### config.mk
export PLATFORM = sky130hd
export DESIGN_NAME = mult8_seq_ctrl
export DESIGN_NICKNAME = d
export VERILOG_FILES = /design/src/rtl/mult8_seq_ctrl.sv
export SDC_FILE = /design/constraint.sdc
export NUM_CORES = 1
export LEC_CHECK = 0
export BUFFER_PORTS_ARGS = -buffer_cell sky130_fd_sc_hd__buf_4
export CORE_AREA = 2 2 76 107
export CTS_CLUSTER_SIZE = 20
export DETAILED_ROUTE_END_ITERATION = 12
export DIE_AREA = 0 0 78 109
export PLACE_DENSITY = 0.67
export SLEW_MARGIN = 20
export SYNTH_ARGS = -nofsm -noshare
export SYNTH_HDL_FRONTEND = slang
export SYNTH_SLANG_ARGS = --single-unit
### constraint.sdc
create_clock -name clk -period 2.3 [get_ports clk]
set_input_delay 0.345 -clock clk [delete_from_list [all_inputs] [get_ports clk]]
set_output_delay 0.345 -clock clk [all_outputs]
set_load 0.05 [all_outputs]
### src/rtl/mult8_seq_ctrl.sv
`default_nettype none
// ============================================================================
// Module      : mult8_seq_ctrl
// Description : Sequential 8x8 unsigned multiplier controller. One external
//               HALF_W x HALF_W combinational multiplier is reused for the four
//               half-operand sub-products (LL, LH, HL, HH). The sub-products
//               are shifted and accumulated into a 4*HALF_W-bit result.
//               Operands and results use valid/ready handshakes.
// Revision    : 1.0 - initial release
// ============================================================================
module mult8_seq_ctrl #(
    parameter int unsigned HALF_W    = 4,
    parameter bit          ZERO_SKIP = 1'b1
) (
    input  logic                  clk,
    input  logic                  rst_n,
    input  logic                  in_valid_i,
    output logic                  in_ready_o,
    input  logic [2*HALF_W-1:0]   in_a_i,
    input  logic [2*HALF_W-1:0]   in_b_i,
    output logic [HALF_W-1:0]     mul_a_o,
    output logic [HALF_W-1:0]     mul_b_o,
    input  logic [2*HALF_W-1:0]   mul_p_i,
    output logic                  out_valid_o,
    input  logic                  out_ready_i,
    output logic [4*HALF_W-1:0]   out_p_o,
    output logic                  busy_o
);

    localparam int unsigned c_OP_W = 2 * HALF_W;
    localparam int unsigned c_P_W  = 4 * HALF_W;

    typedef enum logic [2:0] {
        S_IDLE = 3'd0,
        S_LL   = 3'd1,
        S_LH   = 3'd2,
        S_HL   = 3'd3,
        S_HH   = 3'd4,
        S_DONE = 3'd5
    } state_t;

    state_t              state_q, state_d;
    logic [c_OP_W-1:0]   a_q, a_d;
    logic [c_OP_W-1:0]   b_q, b_d;
    logic [c_P_W-1:0]    acc_q, acc_d;

    logic                w_operand_zero;
    logic [c_P_W-1:0]    w_p_ext;
    logic [HALF_W-1:0]   w_a_lo, w_a_hi, w_b_lo, w_b_hi;

    // A zero operand can only short-circuit the sequence when skipping is enabled.
    if (ZERO_SKIP) begin : g_zero_skip
        assign w_operand_zero = (in_a_i == '0) || (in_b_i == '0);
    end else begin : g_no_skip
        assign w_operand_zero = 1'b0;
    end

    // Core product zero-extended to accumulator width before any shift.
    assign w_p_ext = {{c_OP_W{1'b0}}, mul_p_i};

    assign w_a_lo = a_q[HALF_W-1:0];
    assign w_a_hi = a_q[c_OP_W-1:HALF_W];
    assign w_b_lo = b_q[HALF_W-1:0];
    assign w_b_hi = b_q[c_OP_W-1:HALF_W];

    // State, operand and accumulator registers; reset aborts any operation.
    always_ff @(posedge clk or negedge rst_n) begin
        if (!rst_n) begin
            state_q <= S_IDLE;
            a_q     <= '0;
            b_q     <= '0;
            acc_q   <= '0;
        end else begin
            state_q <= state_d;
            a_q     <= a_d;
            b_q     <= b_d;
            acc_q   <= acc_d;
        end
    end

    // Sequencing: each sub-product state steers the shared core and adds its weighted product.
    always_comb begin
        state_d = state_q;
        a_d     = a_q;
        b_d     = b_q;
        acc_d   = acc_q;
        mul_a_o = '0;
        mul_b_o = '0;
        case (state_q)
            S_IDLE: begin
                if (in_valid_i) begin
                    a_d     = in_a_i;
                    b_d     = in_b_i;
                    acc_d   = '0;
                    state_d = w_operand_zero ? S_DONE : S_LL;
                end
            end
            S_LL: begin
                mul_a_o = w_a_lo;
                mul_b_o = w_b_lo;
                acc_d   = acc_q + w_p_ext;
                state_d = S_LH;
            end
            S_LH: begin
                mul_a_o = w_a_lo;
                mul_b_o = w_b_hi;
                acc_d   = acc_q + (w_p_ext << HALF_W);
                state_d = S_HL;
            end
            S_HL: begin
                mul_a_o = w_a_hi;
                mul_b_o = w_b_lo;
                acc_d   = acc_q + (w_p_ext << HALF_W);
                state_d = S_HH;
            end
            S_HH: begin
                mul_a_o = w_a_hi;
                mul_b_o = w_b_hi;
                acc_d   = acc_q + (w_p_ext << (2 * HALF_W));
                state_d = S_DONE;
            end
            S_DONE: begin
                if (out_ready_i) begin
                    state_d = S_IDLE;
                end
            end
            default: begin
                state_d = S_IDLE;
            end
        endcase
    end

    // Handshake and status outputs decode directly from the state register.
    always_comb begin
        in_ready_o  = (state_q == S_IDLE);
        out_valid_o = (state_q == S_DONE);
        busy_o      = (state_q != S_IDLE);
        out_p_o     = (state_q == S_DONE) ? acc_q : '0;
    end

endmodule
`default_nettype wire

Word-level counts from Yosys, hierarchy flattened
Index checks and enable logic that the tools add are counted.

word-level totals
  flip-flop bits (word level) = 35
  output and inout port bits = 27
  word-level logic and storage cells = 37
  bits of input ports = 28

operators by class
  eq/ne operators = 7
  multiplexer cells = 9
  $add $sub $neg = 3
  reduce and logical (&&, ||, !) cells = 14

operator list
  operator                                                          count
  16-bit one-hot mux with 4 select lines                            1
  16-bit two-way mux                                                2
  3-bit one-hot mux with 6 select lines                             1
  16-bit by 12-bit adder with 16-bit output                         1
  16-bit adder                                                      1
  16-bit by 8-bit adder with 16-bit output                          1
  8-bit logical NOT                                                 2
  4-bit one-hot mux with 2 select lines                             2
  2-bit OR reduction                                                5
  3-bit two-way mux                                                 3
  3-bit by 2-bit == test with 1-bit output (second input constant)  2
  3-bit == test (second input constant)                             2
  2-bit AND reduction                                               3
  4-bit nonzero test                                                1
  3-bit by 1-bit == test with 1-bit output (second input constant)  1
  3-bit logical NOT                                                 1
  3-bit nonzero test                                                1
  2-bit by 1-bit != test with 1-bit output (second input constant)  1
  2-bit != test (second input constant)                             1
  1-bit logical OR                                                  1

Longest topological paths before layout
  depth after elaboration = 5
  depth in mapped cells = 9
  gate-level depth less buffers = 9

Worst setup path before layout
Ideal clock, no wire load.

  kind = flip-flop to output port
  start point = register state_q[2]
  end point = output mul_b_o[0]
  arrival time = 2.306 ns
  slack = -0.351 ns
  cell stages (with the launch flop) = 6
  path buffers = 2
  required time = 1.955 ns
  cells stage by stage = dfrtp_1 clkbuf_1 buf_1 xor2_1 nand2_1 o21ai_0

between the ends
  longest elaborated chain between the ends = 3
  elaborated cells between the ends (all ways) = 7
  those cells by class = 4 x eq/ne; 1 x mux; 2 x reduce/logical

RTL lines
  element                                      line  RTL
  from (decl)                                  42    state_t state_q, state_d;
  from (signal assigned)                       74    state_q <= state_d;
  3-bit == test, or another cell as far along  89    case (state_q)
  2-bit OR reduction (no source line)          --
  4-bit one-hot mux with 2 select lines (*)    89
  to (decl)                                    22    output logic [HALF_W-1:0] mul_b_o,

Every way passes the cells marked *; elsewhere a longest branch is shown, timed or not.

Worst setup path after layout
  start point = register acc_q[0]
  end point = register acc_q[12]

between the ends
  longest elaborated chain between the ends = 2
  elaborated cells between the ends (all ways) = 4
  those cells by class = 3 x add/sub; 1 x mux

RTL lines
  element                                     line  RTL
  from (decl)                                 45    logic [c_P_W-1:0] acc_q, acc_d;
  from (signal assigned)                      72    acc_q <= '0;
  from (signal assigned)                      77    acc_q <= acc_d;
  16-bit adder, or another cell as far along  119   acc_d = acc_q + (w_p_ext << (2 * HALF_W));
  16-bit one-hot mux with 4 select lines (*)  89

Marked as above.
A chain may end at the register's enable or synchronous reset.

==> out/qor.txt <==
status: finished with violations
failing checks: negative setup slack
Post-synth top flop: dfrtp_1
GRT Total Usage: 0.213
most frequent cells after synthesis: dfrtp_1, nand2_1, ha_1, o21ai_0, mux2_2
syn_area_per_cell: 8.87 µm²
FILL cells: 753
post-synthesis instance total: 334
WP data arrival: 2.46 ns
DP HPWL: 6.80 mm
maximum vdd ir drop: 0.978 mV
Mapped Nets: 388
die footprint: 8500 µm²
Power Dens Cells: 1490 nW/µm²
drc violations: 0
ANT cells: 0
placed insts: 501
Async S/R FF share, synth: 1.00
unrepaired setup endpoints after global routing: yes
CP Max Fanout: 5
Hold Buf Count CTS: 0
largest net degree at the start of global routing: 36
Pwr Total: 5.60 mW
Final Skew: 0.00821 ns
CTS clk-pin slew, worst paths: 0.08 ns
first-pass GRT wire length: 14.2 mm
Relative slew margins: 0.611
H-Tree Level Count: 2
Final GP Congestion: 0.942
EDFF count, synth: 0
Nets: 462
top cells by area, synth: dfrtp_1, ha_1, mux2_2
Lkg Pwr: 1.71 nW
Sink Count: 35
post-synth top area cell: dfrtp_1
Worst Tran Pin Value: 0.582 ns
vias in the first global route: 2960
Detailed Route Iter0 Violations: 132
Final Hold Viols: 0
Die Wd: 78 µm
Clock Path Buffers: 2
Post-CTS Resized: 0
drt pass-1 iters: 4
Seq/Total Area, Yosys: 0.296
synthesized flop and latch total: 35
Area Overhead vs Synth: 26.9%
core footprint: 7610 µm²
final worst setup slack: -0.00380 ns
mapped cell area: 2960 µm²
vias post-DR: 2879
critical path required time: 2.45 ns
max cap viols: 0
Setup Fix Bufs, Post-CTS: 0
f_max: 434 MHz
Row Count: 38
Worst-Skew Late Latency: 0.29 ns
Top Ports: 55
period utilization: 1.00
grt ovf: 0
setup violators final: 1
post-route ant nets: 0
min cycle time layout: 2.30 ns
Synth cell types: 53
Layout Cells excl Fill: 509
Synth top area share: 0.296
initial antenna violation count: 0
average wire per standard cell: 17.3 µm
critical path capture point type: flop
critical path class: flop to flop
Num CTS Buffers: 5
synth warn: 0
I/O Buffers: 54
final WL: 8.79 mm
Pins Over Slew Limit: 0
Worst setup SP type: flop
worst min-delay path class: input port to asynchronous set/reset pin
share of cells above drive strength 1: 0.296
Starting Density: 0.389
CTS tree: done
routed vias/inst: 5.66
Die Y: 109 µm
CTS Root Buffer Type: clkbuf_8
## worst paths after layout
check,startpoint,to,cells after the start,slack [ns]
hold / removal,rst_n,a_q[4],1,0.005
min in group clk,in_b_i[6],b_q[6],2,0.30
max in group asynchronous,rst_n,state_q[2],1,1.95
setup reg to reg,acc_q[0],acc_q[12],9,-0.004
hold reg to reg,b_q[0],b_q[0],1,0.51
setup / recovery,acc_q[0],acc_q[12],9,-0.004
## sequential cells by signal (all words and copies together), names as in the netlist
| signal | cells |
|---|---|
| a_q | 8 |
| state_q | 3 |
| acc_q | 16 |
| b_q | 8 |
## worst max-delay path: stages (launching register included)
cell and delay (ns):
dfrtp_1 0.40, ha_1 0.22, inv_1 0.07, fa_1 0.21
nor2b_2 0.06, o31a_1 0.36, o21ai_4 0.27, nor3_1 0.09
a211oi_1 0.33, o22ai_1 0.16
## kinds of logic (layout without fill, tap and decap cells)
logic type / count (synthesis) / count (layout) / synth area share
XOR/XNOR: 21 / 21 / 0.0621
AO/OA/AOI/OAI: 90 / 90 / 0.206
buffers and inverters: 25 / 100 / 0.0367
flip-flops: 35 / 35 / 0.296
adder cells (fa/ha/maj): 26 / 26 / 0.117
multiplexers: 22 / 22 / 0.0828
AND/OR/NAND/NOR: 115 / 115 / 0.200
## area by class of cell
type                    instances  area (µm²)  area share
clock inverters                 2        12.5     0.00333
repair buffers                 81         608       0.162
well taps                     100         125      0.0333
multi-input cells             274        2020       0.537
inverters                      11        45.0      0.0120
flip-flops and latches         35         877       0.233
clock buffers                   6        72.6      0.0193
## layer usage
metal,vias up,part of all wire,wire length (µm),global-route usage
met5,-,0,0,0
met4,0,0.035,311,0.0990
met3,26,0.047,416,0.0306
met2,108,0.51,4520,0.387
met1,1374,0.40,3540,0.246
li1,1371,-,-,-
## cell usage in the layout (no fill, tap or decap), types with 7 or more instances in the layout
cell type  instances
and2_1            17
o21ai_0           13
dfrtp_1           34
a21oi_1           13
o21ai_1           14
ha_1              23
a22oi_1            7
inv_1             10
xnor2_1           12
nand2b_1           8
nand2_1           35
buf_4             81
mux2_2            20
nor2_1            15
nand3_1            7
xor2_1             9
## metrics by stage
stage	setup TNS [ns]	setup WS [ns]	cell area, µm²	hold slack, ns	utilization
after floorplan	0	0.00795	2970	0.0494	-
after global placement	-0.0314	-0.0314	3630	0.345	0.477
after detailed placement	-0.0866	-0.0684	3630	0.337	0.477
after CTS	0	0.00975	3720	0.0203	0.489
after global routing	-0.133	-0.101	3760	0.0412	0.494
final	-0.00380	-0.00380	3760	0.00514	0.494
## power by group
group	internal [mW]	total, mW	switching (mW)
Clock	0.212	0.451	0.239
Combinational	1.63	3.96	2.32
Sequential	0.923	1.19	0.264
Total	2.77	5.60	2.83
Power figures use the tool's default switching activity.
